<file path="src/rtl/mem_port_arbiter.sv">
// Arbitrates one single-port synchronous memory between a fetch port and a data port.
// The data port has priority; a starvation counter forces a fetch grant after STARVE_MAX data grants.
module mem_port_arbiter #(
    parameter int unsigned AW         = 32,
    parameter int unsigned DW         = 32,
    parameter int unsigned MEM_LAT    = 1,
    parameter int unsigned STARVE_MAX = 4
) (
    input  logic          clk_i,
    input  logic          clr_i,
    input  logic          i_req_i,
    input  logic [AW-1:0] i_addr_i,
    output logic          i_ack_o,
    output logic          i_rvalid_o,
    output logic [DW-1:0] i_rdata_o,
    input  logic          d_req_i,
    input  logic          d_we_i,
    input  logic [AW-1:0] d_addr_i,
    input  logic [DW-1:0] d_wdata_i,
    output logic          d_ack_o,
    output logic          d_rvalid_o,
    output logic [DW-1:0] d_rdata_o,
    output logic          m_en_o,
    output logic          m_we_o,
    output logic [AW-1:0] m_addr_o,
    output logic [DW-1:0] m_wdata_o,
    input  logic [DW-1:0] m_rdata_i,
    output logic          busy_o
);

    localparam int unsigned SW = $clog2(STARVE_MAX + 1);
    localparam int unsigned LW = $clog2(MEM_LAT + 1);

    typedef enum logic [1:0] {StIdle, StIssue, StWait, StResp} state_e;

    state_e          state_q, state_d;
    logic [SW-1:0]   starve_q, starve_d;
    logic [LW-1:0]   lat_q, lat_d;
    logic            owner_q, owner_d;  // 1 = fetch port owns the access
    logic            i_ack_q, i_ack_d, d_ack_q, d_ack_d;
    logic            i_rvalid_q, i_rvalid_d, d_rvalid_q, d_rvalid_d;
    logic [DW-1:0]   i_rdata_q, i_rdata_d, d_rdata_q, d_rdata_d;
    logic            m_en_q, m_en_d, m_we_q, m_we_d;
    logic [AW-1:0]   m_addr_q, m_addr_d;
    logic [DW-1:0]   m_wdata_q, m_wdata_d;
    logic            busy_q, busy_d;
    logic            grant_i;

    assign grant_i = i_req_i && (!d_req_i || (starve_q == SW'(STARVE_MAX)));

    always_comb begin
        state_d    = state_q;
        starve_d   = starve_q;
        lat_d      = lat_q;
        owner_d    = owner_q;
        i_ack_d    = 1'b0;
        d_ack_d    = 1'b0;
        i_rvalid_d = 1'b0;
        d_rvalid_d = 1'b0;
        i_rdata_d  = i_rdata_q;
        d_rdata_d  = d_rdata_q;
        m_en_d     = 1'b0;
        m_we_d     = 1'b0;
        m_addr_d   = m_addr_q;
        m_wdata_d  = m_wdata_q;

        if (!i_req_i) begin
            starve_d = '0;
        end

        unique case (state_q)
            StIdle: begin
                if (i_req_i || d_req_i) begin
                    state_d = StIssue;
                    m_en_d  = 1'b1;
                    owner_d = grant_i;
                    if (grant_i) begin
                        i_ack_d  = 1'b1;
                        m_addr_d = i_addr_i;
                        starve_d = '0;
                    end else begin
                        d_ack_d   = 1'b1;
                        m_we_d    = d_we_i;
                        m_addr_d  = d_addr_i;
                        m_wdata_d = d_wdata_i;
                        if (i_req_i && (starve_q != SW'(STARVE_MAX))) begin
                            starve_d = starve_q + SW'(1);
                        end
                    end
                end
            end
            StIssue: begin
                if (m_we_q) begin
                    state_d = StIdle;
                end else begin
                    state_d = StWait;
                    lat_d   = LW'(MEM_LAT);
                end
            end
            StWait: begin
                lat_d = lat_q - LW'(1);
                // Last wait cycle: memory data is valid now, capture for the owner.
                if (lat_q == LW'(1)) begin
                    state_d = StResp;
                    if (owner_q) begin
                        i_rdata_d  = m_rdata_i;
                        i_rvalid_d = 1'b1;
                    end else begin
                        d_rdata_d  = m_rdata_i;
                        d_rvalid_d = 1'b1;
                    end
                end
            end
            StResp: begin
                state_d = StIdle;
            end
            default: begin
                state_d = StIdle;
            end
        endcase

        busy_d = (state_d != StIdle);
    end

    always_ff @(posedge clk_i) begin
        if (clr_i) begin
            state_q    <= StIdle;
            starve_q   <= '0;
            lat_q      <= '0;
            owner_q    <= 1'b0;
            i_ack_q    <= 1'b0;
            d_ack_q    <= 1'b0;
            i_rvalid_q <= 1'b0;
            d_rvalid_q <= 1'b0;
            i_rdata_q  <= '0;
            d_rdata_q  <= '0;
            m_en_q     <= 1'b0;
            m_we_q     <= 1'b0;
            m_addr_q   <= '0;
            m_wdata_q  <= '0;
            busy_q     <= 1'b0;
        end else begin
            state_q    <= state_d;
            starve_q   <= starve_d;
            lat_q      <= lat_d;
            owner_q    <= owner_d;
            i_ack_q    <= i_ack_d;
            d_ack_q    <= d_ack_d;
            i_rvalid_q <= i_rvalid_d;
            d_rvalid_q <= d_rvalid_d;
            i_rdata_q  <= i_rdata_d;
            d_rdata_q  <= d_rdata_d;
            m_en_q     <= m_en_d;
            m_we_q     <= m_we_d;
            m_addr_q   <= m_addr_d;
            m_wdata_q  <= m_wdata_d;
            busy_q     <= busy_d;
        end
    end

    assign i_ack_o    = i_ack_q;
    assign d_ack_o    = d_ack_q;
    assign i_rvalid_o = i_rvalid_q;
    assign d_rvalid_o = d_rvalid_q;
    assign i_rdata_o  = i_rdata_q;
    assign d_rdata_o  = d_rdata_q;
    assign m_en_o     = m_en_q;
    assign m_we_o     = m_we_q;
    assign m_addr_o   = m_addr_q;
    assign m_wdata_o  = m_wdata_q;
    assign busy_o     = busy_q;

endmodule

</file>
<file path="config.mk">
export PLATFORM = sky130hd
export DESIGN_NAME = mem_port_arbiter
export DESIGN_NICKNAME = d
export VERILOG_FILES = /design/src/rtl/mem_port_arbiter.sv
export SDC_FILE = /design/constraint.sdc
export NUM_CORES = 1
export LEC_CHECK = 0
export ABC_AREA = 1
export CAP_MARGIN = 40
export CORE_UTILIZATION = 36
export CTS_BUF_LIST = sky130_fd_sc_hd__clkbuf_4 sky130_fd_sc_hd__clkbuf_8 sky130_fd_sc_hd__clkbuf_16
export CTS_CLUSTER_DIAMETER = 200
export DETAILED_ROUTE_END_ITERATION = 10
export MAX_ROUTING_LAYER = met4
export PLACE_DENSITY = 0.85
export SLEW_MARGIN = 20
export SYNTH_ARGS = -nofsm -noshare
export SYNTH_HDL_FRONTEND = slang
export SYNTH_SLANG_ARGS = --single-unit
</file>
<file path="constraint.sdc">
create_clock -name clk_i -period 1.5 [get_ports clk_i]
set_clock_uncertainty 0.05 [all_clocks]
set_input_delay 0.3 -clock clk_i [delete_from_list [all_inputs] [get_ports clk_i]]
set_output_delay 0.3 -clock clk_i [all_outputs]
set_load 0.01 [all_outputs]
</file>
==> results of run 1 <==
[registers in the layout (all words and copies together), names as in the netlist, 2 cells and up]
signal and cells:
d_rdata_o 32, i_rdata_o 32, m_addr_o 32, m_wdata_o 32, starve_q 3, state_q 2
[cells in the final DEF, fill, tap and decap left out]
master / instances
a21oi_1: 29
a21oi_2: 7
a31oi_1: 1
and3_1: 1
buf_12: 9
buf_4: 17
buf_6: 2
buf_8: 2
bufinv_16: 4
clkbuf_16: 20
clkbuf_4: 1
clkdlybuf4s50_1: 132
clkinv_2: 2
clkinv_4: 2
clkinvlp_4: 3
dfxtp_1: 139
dfxtp_2: 3
dlygate4sd2_1: 135
ha_1: 1
ha_4: 1
inv_1: 7
inv_2: 7
inv_4: 1
inv_6: 1
inv_8: 2
nand2_1: 37
nand2_2: 2
nand2_4: 3
nand2_8: 1
nand3_1: 40
nand3_2: 2
nand3b_1: 1
nor2_1: 227
nor2_2: 5
nor2_4: 2
nor3_1: 1
o21ai_0: 95
o21ai_1: 33
o21ai_2: 2
[Yosys cell counts, types with 3 or more instances]
cell and instances:
a21oi_1 36, buf_2 6, buf_4 6, buf_6 11, clkbuf_1 25, dfxtp_1 142
inv_1 9, inv_2 6, nand2_1 38, nand2_4 3, nand3_1 40, nor2_1 232
o21ai_0 116, o21ai_1 14
[final cells by class]
cell class,instances,area (µm²)
multi-input combinational,491,2260
timing repair buffer,300,2940
sequential,142,2850
inverter,16,70.1
clock inverter,13,190
clock buffer,18,433
tap,184,230
fill,1266,5570
[worst max-delay path, cell delays in order, from the launching register on]
cell	delay [ps]
dfxtp_2	330
inv_2	50
ha_4	150
nand2_2	90
nand2_4	70
nand2_4	120
nand2_8	90
buf_6	150
o21ai_1	170
nor2_1	70
[kinds of logic (layout without fill, tap and decap cells)]
| logic type | Yosys count | in the layout | synth area share |
|---|---|---|---|
| adders and majority gates | 2 | 2 | 0.00465 |
| and+or+nand+nor | 322 | 322 | 0.244 |
| buffers and inverters | 66 | 347 | 0.0677 |
| AOI/OAI and AO/OA | 167 | 167 | 0.156 |
| DFF | 142 | 142 | 0.528 |
[where the power goes]
group / internal, mW / total (mW) / switching, mW
sequential: 4.10 / 4.27 / 0.171
clock: 2.81 / 4.46 / 1.66
combinational: 1.07 / 2.15 / 1.08
[repair_timing]
| item | in CTS | in global routing |
|---|---|---|
| cloned | 0 | 3 |
| endpoints found under the setup margin | 182 | 116 |
| setup buffers | 0 | 0 |
| resized for setup | 150 | 41 |
| pin swaps | 0 | 5 |
[metrics by stage]
step,setup TNS (ps),instance area [µm²],std cells,power (mW)
5_1_grt,-78.9,8970,1164,11.4
2_1_floorplan,0,5380,699,5.32
6_report,0,8970,1164,10.9
3_3_place_gp,-15380,8320,1130,6.51
4_1_cts,0,8810,1161,10.8
3_5_place_dp,-17710,8320,1130,6.56
[worst paths after layout]
| path | endpoint | startpoint | slack (ps) |
|---|---|---|---|
| min | m_addr_o[31] | m_addr_o[31] | 420 |
| max | m_wdata_o[19] | starve_q[1] | 30 |
| max reg2reg | m_wdata_o[19] | starve_q[1] | 30 |
| min reg2reg | m_addr_o[31] | m_addr_o[31] | 420 |
[layer usage]
layer  share of wire  track usage  vias to the layer above
met5               0            -                        -
met4           0.029       0.0879                        0
met3           0.076       0.0614                       37
met1            0.40        0.265                     2675
li1                -            -                     2817
met2            0.50        0.390                      297
==> results.cfg, run 1 <==
[run_status]
status = complete, no violations

[synth]
ys_ff_latch = 142
async_flop_share = 0
netlist_top_cells_area = dfxtp_1 53%, nor2_1 16%, o21ai_0 11%, nand3_1 3.7%, a21oi_1 3.3%
yosys_warnings = 0
synth_cells = 699
synth_ff_type = dfxtp_1
avgSynthCellArea_um2 = 7.70
synth_top_area_share = 0.528
synth_edf_count = 0
netlist_area_mm2 = 0.00538
yosys.area.top_type = dfxtp_1
synth_cell_type_count = 25
yosysSeqAreaShare = 0.528
syn-num-nets = 834

[floorplanning]
die_h_um = 124
boundaryPins = 268
core_mm2 = 0.0145
start_util = 0.370
die_x_um = 124
row_count = 44
die_area_mm2 = 0.0154

[cts]
cts_root_buf = clkbuf_16
clk_pin_slew_ps = 60
cts_tree = built
cts.sinks = 142
clk-insertion-delay-late_ps = 410
hold_buffers = 0
cts_buffers = 17
ctsLongestPathBuffers = 2
cts_max_level = 4

[layout]
final_util = 0.617
drive_above_1_share = 0.103
nNetsFinal = 1103
syn_to_final_growth_pct = 66.7
diodes = 0

[grt]
grt_use_total = 0.233
overflow = 0
grt_pass1_wl_mm = 27.8
grt_pass1_vias = 5617
grt_max_degree = 60
antenna_found_initial = 0

[routing]
antenna_left = 0
drtPass1Iterations = 5
drtIter0Drc = 302
num_vias = 5826
viasPerCell = 5.01
totalWireLength_mm = 17.9
drc = 0
wire_per_inst_um = 15.4

[place]
place_ws_ps = -331
dp.final_hpwl_mm = 12.4
port_buffers = 267
gp_congestion = 0.847

[power]
ir_worst_vdd_mv = 0.628
powerDensity_mw_per_mm2 = 1210
power_leakage_nw = 4.07

[sta]
min_period_ps = 1470
finalCritPeriodShare = 0.978
fmax_mhz = 682
tightest_slew_ps = 387
slew_headroom = 0.739
layout_setup_ws_ps = 33.0
slew_viol_final = 0
hold_violations = 0
finalSetupViolations = 0
timing.hold.ws_ps = 419

[critical_path]
end_kind = register
critPathKind = register to register
reg2reg_depth = 9
cp_data_required_time_ps = 1750
arrival_ps = 1720
critPathMaxFanout = 10
worstSetupStartpointType = register

[run]
drv_cap = 0

[hold_path]
hold-path-cell-count = 2
hold_class = register to register
Note: power is estimated with default switching activity, not from simulation.
==> run 2, diff against run 1 <==
Settings changed: CORE_UTILIZATION 36 to 41, CTS_BUF_LIST sky130_fd_sc_hd__clkbuf_4 sky130_fd_sc_hd__clkbuf_8 sky130_fd_sc_hd__clkbuf_16 to sky130_fd_sc_hd__clkbuf_8, PLACE_DENSITY 0.85 to 0.91.
Clock period 1.5 ns to 1.54 ns, I/O delays scaled along.
==> results.cfg, run 2 (synthesis gave the netlist of run 1 again) <==
[cts]
cts.sinks = 142
cts_tree = built
ctsLongestPathBuffers = 2
cts_root_buf = clkbuf_8
clk_pin_slew_ps = 70
cts_max_level = 4
cts_buffers = 17
clk-insertion-delay-late_ps = 430

[routing]
antenna_left = 0
totalWireLength_mm = 18.0
drtIter0Drc = 520
drtPass1Iterations = 7
viasPerCell = 5.05
drc = 0
num_vias = 5831
wire_per_inst_um = 15.6

[critical_path]
critPathKind = register to register
end_kind = register
worstSetupStartpointType = register
reg2reg_depth = 9
crit_start = starve_q[1]
r2r-start = starve_q[1]
arrival_ps = 1780
critPathMaxFanout = 15
cp_data_required_time_ps = 1810

[place]
place_ws_ps = -365
dp.final_hpwl_mm = 12.3
gp_congestion = 0.796
port_buffers = 267

[power]
ir_worst_vdd_mv = 0.538
p_total_mw = 8.95
power_leakage_nw = 3.99
powerDensity_mw_per_mm2 = 1020

[sta]
rsz0062_at_grt = false
layout_setup_ws_ps = 31.3
finalSetupViolations = 0
slew_headroom = 0.779
fmax_mhz = 663
hold_violations = 0
slew_viol_final = 0
finalCritPeriodShare = 0.980
fin_setup_tns_ps = 0
tightest_slew_ps = 329
min_period_ps = 1510

[hold_path]
worstHoldStart = d_we_i
hold-path-cell-count = 2
hold_class = primary input to register

[floorplanning]
die_x_um = 117
die_area_mm2 = 0.0136
row_count = 41
start_util = 0.423
boundaryPins = 268
core_mm2 = 0.0127
die_h_um = 117

[grt]
overflow = 0
grt_pass1_vias = 5488
grt_pass1_wl_mm = 26.4
grt_max_degree = 69
grt_use_total = 0.263
antenna_found_initial = 0

[layout]
final_util = 0.687
layout_commonest_cell = nor2_1
drive_above_1_share = 0.0967
nFillCells = 1022
diodes = 0
layout_common_cells = 232 x nor2_1, 140 x dfxtp_1, 134 x dlygate4sd2_1, 132 x clkdlybuf4s50_1, 107 x o21ai_0
syn_to_final_growth_pct = 62.4
nNetsFinal = 1104

[run_status]
status = complete, no violations

[run]
drv_cap = 0
run 2: cell types whose count changed in the layout (fill, tap and decap cells not counted), moves of 5 or more:
cell / before / now
clkbuf_16: 20 / 2
o21ai_0: 95 / 107
clkbuf_8: 0 / 20
nor2_1: 227 / 232
o21ai_1: 33 / 23
inv_1: 7 / 13
a21oi_1: 29 / 23
run 2: power breakdown:
group | internal [mW] | switching, mW
clock network | 1.36 | 1.31
registers | 3.99 | 0.162
logic | 1.06 | 1.07
total | 6.41 | 2.55
run 2: final timing paths:
path	slack [ps]	end
hold reg to reg	430	m_wdata_o[27]
setup / recovery	30	m_addr_o[30]
setup reg to reg	30	m_addr_o[30]
hold / removal	410	m_we_o
run 2: what timing repair did:
| item | CTS | global route |
|---|---|---|
| hold buffers | 0 | 0 |
| setup buffers | 3 | 1 |
| pin swaps | 2 | 3 |
| resized for setup | 148 | 33 |
| endpoints found under the setup margin | 180 | 71 |
| gates cloned | 1 | 2 |
run 2: per-layer routing:
metal  share of wire  track usage  up-vias
met5               0            -        -
met4           0.025        0.137        0
met3           0.090       0.0794       35
met2            0.51        0.436      316
met1            0.38        0.283     2658
li1                -            -     2822
run 2: worst max-delay path, cell delays in order (launching register included):
cell and delay [ps]:
dfxtp_2 330, inv_2 70, ha_4 140, nand2_2 80, nand2_4 110, nand2_4 90, buf_12 160, buf_12 150
a21oi_4 150, nor2_1 50
run 2: layout make-up:
class	instances	area, µm²	area share
Multi-Input combinational cell	491	2280	0.261
Clock inverter	12	81.3	0.00931
Timing Repair Buffer	301	2970	0.340
Inverter	16	67.6	0.00773
Sequential cell	142	2850	0.326
Clock buffer	20	275	0.0315
Tap cell	172	215	0.0246
run 2: per-stage QoR:
step / std cells / instance area (µm²) / hold WS (ps)
6_report: 1154 / 8740 / 407
3_5_place_dp: 1115 / 8290 / 416
5_1_grt: 1154 / 8740 / 400
4_1_cts: 1151 / 8570 / 383
2_1_floorplan: 699 / 5380 / 350
3_3_place_gp: 1115 / 8290 / 405
==> run 3, diff against run 2 <==
Settings changed: CORE_MARGIN set to 1.
==> results of run 3 <==
No change in the layout: final DEF, timing and power equal those of run 2.
